==> config.mk <==
export PLATFORM = sky130hd
export DESIGN_NAME = ex_mem_skid_stage
export DESIGN_NICKNAME = d
export VERILOG_FILES = /design/src/rtl/exmem_pkg.sv /design/src/rtl/skid_buf.sv /design/src/rtl/ex_mem_skid_stage.sv
export SDC_FILE = /design/constraint.sdc
export NUM_CORES = 1
export LEC_CHECK = 0
export CAP_MARGIN = 20
export CORE_AREA = 2 2 133 122
export DETAILED_ROUTE_END_ITERATION = 10
export DIE_AREA = 0 0 135 124
export PLACE_DENSITY = 0.74
export SYNTH_ARGS = -nofsm -noshare
export SYNTH_HDL_FRONTEND = slang
export SYNTH_HIERARCHICAL = 1
export SYNTH_SLANG_ARGS = --single-unit
export TNS_END_PERCENT = 20
==> constraint.sdc <==
create_clock -name clk -period 11.39 [get_ports clk]
set_clock_uncertainty 0.1 [all_clocks]
set_input_delay 1.7085 -clock clk [delete_from_list [all_inputs] [get_ports clk]]
set_output_delay 1.7085 -clock clk [all_outputs]
set_load 0.005 [all_outputs]
==> src/rtl/exmem_pkg.sv <==
// Shared widths, control-bit positions and occupancy states for the EX/MEM skid stage.
package exmem_pkg;

  localparam int unsigned DEF_DATA_W = 32;
  localparam int unsigned DEF_REG_W  = 5;
  localparam int unsigned DEF_WB_W   = 2;
  localparam int unsigned DEF_M_W    = 2;

  localparam int unsigned WB_REGWRITE = 1;
  localparam int unsigned M_MEMWRITE  = 1;
  localparam int unsigned M_MEMREAD   = 0;

  typedef enum logic [1:0] {
    EMPTY = 2'd0,
    ONE   = 2'd1,
    FULL  = 2'd2
  } state_e;

endpackage

==> src/rtl/skid_buf.sv <==
// Generic two-entry valid/ready skid buffer with synchronous flush.
// The head entry lives in main_q; skid_q absorbs one extra entry under back-pressure.
module skid_buf
  import exmem_pkg::*;
#(
  parameter int unsigned W = 8
) (
  input  logic         clk,
  input  logic         reset,
  input  logic         flush,
  input  logic         in_valid,
  output logic         in_ready,
  input  logic [W-1:0] in_data,
  output logic         out_valid,
  input  logic         out_ready,
  output logic [W-1:0] out_data
);

  state_e state_q, state_d;
  logic [W-1:0] main_q, main_d;
  logic [W-1:0] skid_q, skid_d;
  logic in_ready_q;
  logic push, pop;

  assign push      = in_valid & in_ready_q;
  assign pop       = out_valid & out_ready;
  assign out_valid = (state_q != EMPTY);
  assign out_data  = main_q;
  assign in_ready  = in_ready_q;

  always_comb begin
    state_d = state_q;
    main_d  = main_q;
    skid_d  = skid_q;
    if (flush) begin
      // A pop in this cycle has already been taken by MEM; any push is dropped.
      state_d = EMPTY;
    end else begin
      unique case (state_q)
        EMPTY: begin
          if (push) begin
            main_d  = in_data;
            state_d = ONE;
          end
        end
        ONE: begin
          if (push && pop) begin
            main_d = in_data;
          end else if (push) begin
            skid_d  = in_data;
            state_d = FULL;
          end else if (pop) begin
            state_d = EMPTY;
          end
        end
        FULL: begin
          if (pop) begin
            main_d  = skid_q;
            state_d = ONE;
          end
        end
        default: state_d = EMPTY;
      endcase
    end
  end

  always_ff @(posedge clk or posedge reset) begin
    if (reset) begin
      state_q    <= EMPTY;
      main_q     <= '0;
      skid_q     <= '0;
      in_ready_q <= 1'b1;
    end else begin
      state_q    <= state_d;
      main_q     <= main_d;
      skid_q     <= skid_d;
      in_ready_q <= (state_d != FULL);
    end
  end

endmodule

==> src/rtl/ex_mem_skid_stage.sv <==
// EX->MEM pipeline stage: packs the EX outputs into a skid buffer, gates control
// outputs by head validity and exposes a forwarding tap for the hazard unit.
module ex_mem_skid_stage
  import exmem_pkg::*;
#(
  parameter int unsigned DATA_W = DEF_DATA_W,
  parameter int unsigned REG_W  = DEF_REG_W,
  parameter int unsigned WB_W   = DEF_WB_W,
  parameter int unsigned M_W    = DEF_M_W
) (
  input  logic              clk,
  input  logic              reset,
  input  logic              in_valid,
  output logic              in_ready,
  input  logic [WB_W-1:0]   wb_in,
  input  logic [M_W-1:0]    m_in,
  input  logic [DATA_W-1:0] alu_in,
  input  logic [REG_W-1:0]  rd_in,
  input  logic [DATA_W-1:0] store_in,
  input  logic              flush,
  output logic              out_valid,
  input  logic              out_ready,
  output logic              mem_write,
  output logic              mem_read,
  output logic [WB_W-1:0]   wb_out,
  output logic [DATA_W-1:0] alu_out,
  output logic [REG_W-1:0]  rd_out,
  output logic [DATA_W-1:0] store_out,
  output logic              fwd_valid,
  output logic [REG_W-1:0]  fwd_rd,
  output logic [DATA_W-1:0] fwd_data
);

  localparam int unsigned W = WB_W + M_W + REG_W + 2 * DATA_W;

  logic [W-1:0]      in_data, out_data;
  logic [WB_W-1:0]   wb_h;
  logic [M_W-1:0]    m_h;
  logic [REG_W-1:0]  rd_h;
  logic [DATA_W-1:0] alu_h, store_h;

  assign in_data = {wb_in, m_in, rd_in, alu_in, store_in};

  skid_buf #(
    .W(W)
  ) u_skid_buf (
    .clk      (clk),
    .reset    (reset),
    .flush    (flush),
    .in_valid (in_valid),
    .in_ready (in_ready),
    .in_data  (in_data),
    .out_valid(out_valid),
    .out_ready(out_ready),
    .out_data (out_data)
  );

  assign {wb_h, m_h, rd_h, alu_h, store_h} = out_data;

  // Control is squashed when invalid; data fields simply hold their last value.
  assign mem_write = out_valid & m_h[M_MEMWRITE];
  assign mem_read  = out_valid & m_h[M_MEMREAD];
  assign wb_out    = out_valid ? wb_h : '0;
  assign alu_out   = alu_h;
  assign rd_out    = rd_h;
  assign store_out = store_h;

  assign fwd_valid = out_valid & wb_h[WB_REGWRITE] & (rd_h != '0);
  assign fwd_rd    = rd_h;
  assign fwd_data  = alu_h;

endmodule

==> results.yml <==
yosys:
  synth_cell_types: 27
  yosys_warnings: 6
  synth_cells: 534
  syn_area_per_cell_um2: 12.2
  synth_nets: 612
  ys_seq_elements: 149
  ys_seq_area_frac: 0.572
  syn_area_um2: 6520
timing:
  rsz0062_at_grt: "no"
  fin_crit_ns: 4.32
  worstMarginPinSlew_ns: 1.06
  slew_violations: 0
  slew_headroom: 0.292
  fin_hold_ws_ns: 0.378
  fin_ws_ns: 7.07
  tns_ns: 0
  period_share: 0.380
  fmax_mhz: 231
  setup-violations-final: 0
  hold_viol_final: 0
placed_design:
  dp_cells: 861
  io_buffers: 190
  gp_congestion: 0.758
  dp_hpwl_um: 9530
  post-place-ws_ns: 6.69
  dpl_cell_area_um2: 8280
power:
  peakVddDrop_mv: 0.118
  swShare: 0.245
  switchingPower_mw: 0.406
  seqPwrFrac: 0.446
  p_per_area_nw_per_um2: 186
  p_clk_frac: 0.341
  comb_power_share: 0.213
  p_total_mw: 1.66
  intPower_mw: 1.25
  p_leak_nw: 3.72
drt:
  wl_um: 14400
  drtIter0Drc: 241
  vias: 4440
  first_pass_iters: 4
  viasPerCell: 4.97
  wire_per_inst_um: 16.1
  route.detailed.drc: 0
  antenna_left: 0
critical_path:
  critPathTopFamily: "buffers and inverters"
  start_kind: "input port"
  slowest_delay_ns: 0.87
  cp_cell_sequence: "clkdlybuf4s50_1 -> nand2b_1 -> a31oi_4 -> buf_4 -> o21ai_0"
  end_kind: "flop"
  path_max_fanout: 102
  cpMaxStageDelayCell: "a31oi_4"
  crit_buf_inv: 2
  worst_ep_required_time_ns: 11.53
  arrival_ns: 4.47
  critPathKind: "input port to flop"
grt:
  grt_pass1_vias: 4528
  grt_pass1_wl_um: 23100
  grt_max_degree: 103
  grt_usage: 0.177
  antenna_found_initial: 0
  grt_remaining_overflow: 0
clocking:
  clk_pin_slew_ns: 0.06
  clock-sinks: 149
  cts_buffers: 17
  cts_setup_buffers: 0
  clkLatencyLatePin_ns: 0.41
  ctsResizeCount: 0
  cts_hold_buf: 0
  cts_tree: "done"
  htreeDepth: 4
  cts_buffer_depth: 2
  cts-root-buf: "clkbuf_16"
cells_and_area:
  fin_cells: 894
  drive_above_1_share: 0.159
  areaGrowthSynthToFinish_pct: 36.5
  insertedDiodeCount: 0
  fin_area_um2: 8900
  final_net_count: 757
  layout_common_cells: "190 x clkdlybuf4s50_1, 148 x dfrtp_1, 73 x mux2_2, 73 x mux2i_1, 73 x nand2_1"
  final_util: 0.583
  final_common_cell: "clkdlybuf4s50_1"
floorplan:
  die_h_um: 124
  start_util: 0.427
  die_area_um2: 16700
  dieWidth_um: 135
  core_area_um2: 15300
  num_rows: 43
  ioPinCount: 191
worst_hold_path:
  hp-class: "flop to flop"
run:
  max_cap_viol_count: 0
outcome:
  outcome: "finished clean"
-- Yosys cell counts --
cell      instances  area share
nand3_1           1     0.00077
a21oi_1           2      0.0015
mux2_2           73        0.13
dfstp_2           1      0.0040
nand2b_1          1     0.00096
and2_1            5      0.0048
buf_2            17       0.013
o21ai_1           7      0.0054
buf_4            44       0.051
nor4bb_1          1      0.0015
or4_1             1      0.0012
inv_1             2      0.0012
or2_2             1     0.00096
and3b_1           1      0.0013
mux2i_1          73        0.11
o22a_1            1      0.0013
clkbuf_4          1      0.0012
o21a_1            2      0.0023
nand2_2           1     0.00096
clkbuf_1          6      0.0035
a31oi_1           1     0.00096
o21ai_0          66       0.051
nor2_1            3      0.0017
and2b_1           1      0.0012
nand2_1          73       0.042
or3_1             1     0.00096
dfrtp_1         148        0.57
-- kinds of logic after synthesis --
kind of cell | Yosys count | synth area share
flops | 149 | 0.572
simple gates | 90 | 0.0583
buf+inv | 70 | 0.0695
compound gates | 79 | 0.0622
mux | 146 | 0.238
-- final timing paths --
check                                   startpoint                      end  slack (ns)  cells after the start
max reg2reg                  u_skid_buf/state_q[0]  u_skid_buf/out_data[26]        8.52                      4
min reg2reg                u_skid_buf/out_data[70]  u_skid_buf/out_data[70]        0.38                      2
max                                      out_ready  u_skid_buf/out_data[26]        7.07                      5
min in group asynchronous                    reset     u_skid_buf/skid_q[0]        1.65                      2
max in group asynchronous                    reset    u_skid_buf/skid_q[31]        8.42                      4
min                        u_skid_buf/out_data[70]  u_skid_buf/out_data[70]        0.38                      2
-- state kept, by name, summed over array words and instances (netlist names) --
register,cells
u_skid_buf/state_q,2
u_skid_buf/skid_q,73
u_skid_buf/in_ready,1
u_skid_buf/out_data,73
-- routing by layer --
| metal | vias up | part of all wire | GRT usage |
|---|---|---|---|
| met1 | 2190 | 0.44 | 0.228 |
| met3 | 16 | 0.076 | 0.0627 |
| met2 | 144 | 0.47 | 0.286 |
| li1 | 2090 | - | - |
| met5 | - | 0 | 0 |
| met4 | 0 | 0.012 | 0.0534 |
-- worst reg2reg max path, delay by kind of cell (launching register included) --
kind,cells,cell delay [ns]
and+or+nand+nor,1,0.16
DFF,1,0.41
buffers and inverters,1,0.83
AOI/OAI and AO/OA,2,1.21
-- area by class of cell --
type	instances	area (µm²)
fillers	1249	6380
flip-flops and latches	149	3730
multi-input cells	315	2360
repair buffers	194	1950
clock buffers	24	472
well taps	202	253
clock inverters	8	123
inverters	2	12.5
-- power groups by stage --
stage / combinational [mW] / sequential, mW / clock [mW]
after floorplan: 0.181 / 0.729 / 0
after global placement: 0.343 / 0.736 / 0
after detailed placement: 0.357 / 0.746 / 0
after CTS: 0.357 / 0.739 / 0.578
after global routing: 0.388 / 0.755 / 0.603
final: 0.352 / 0.739 / 0.565
No activity file was read; power rests on OpenSTA's default activity.
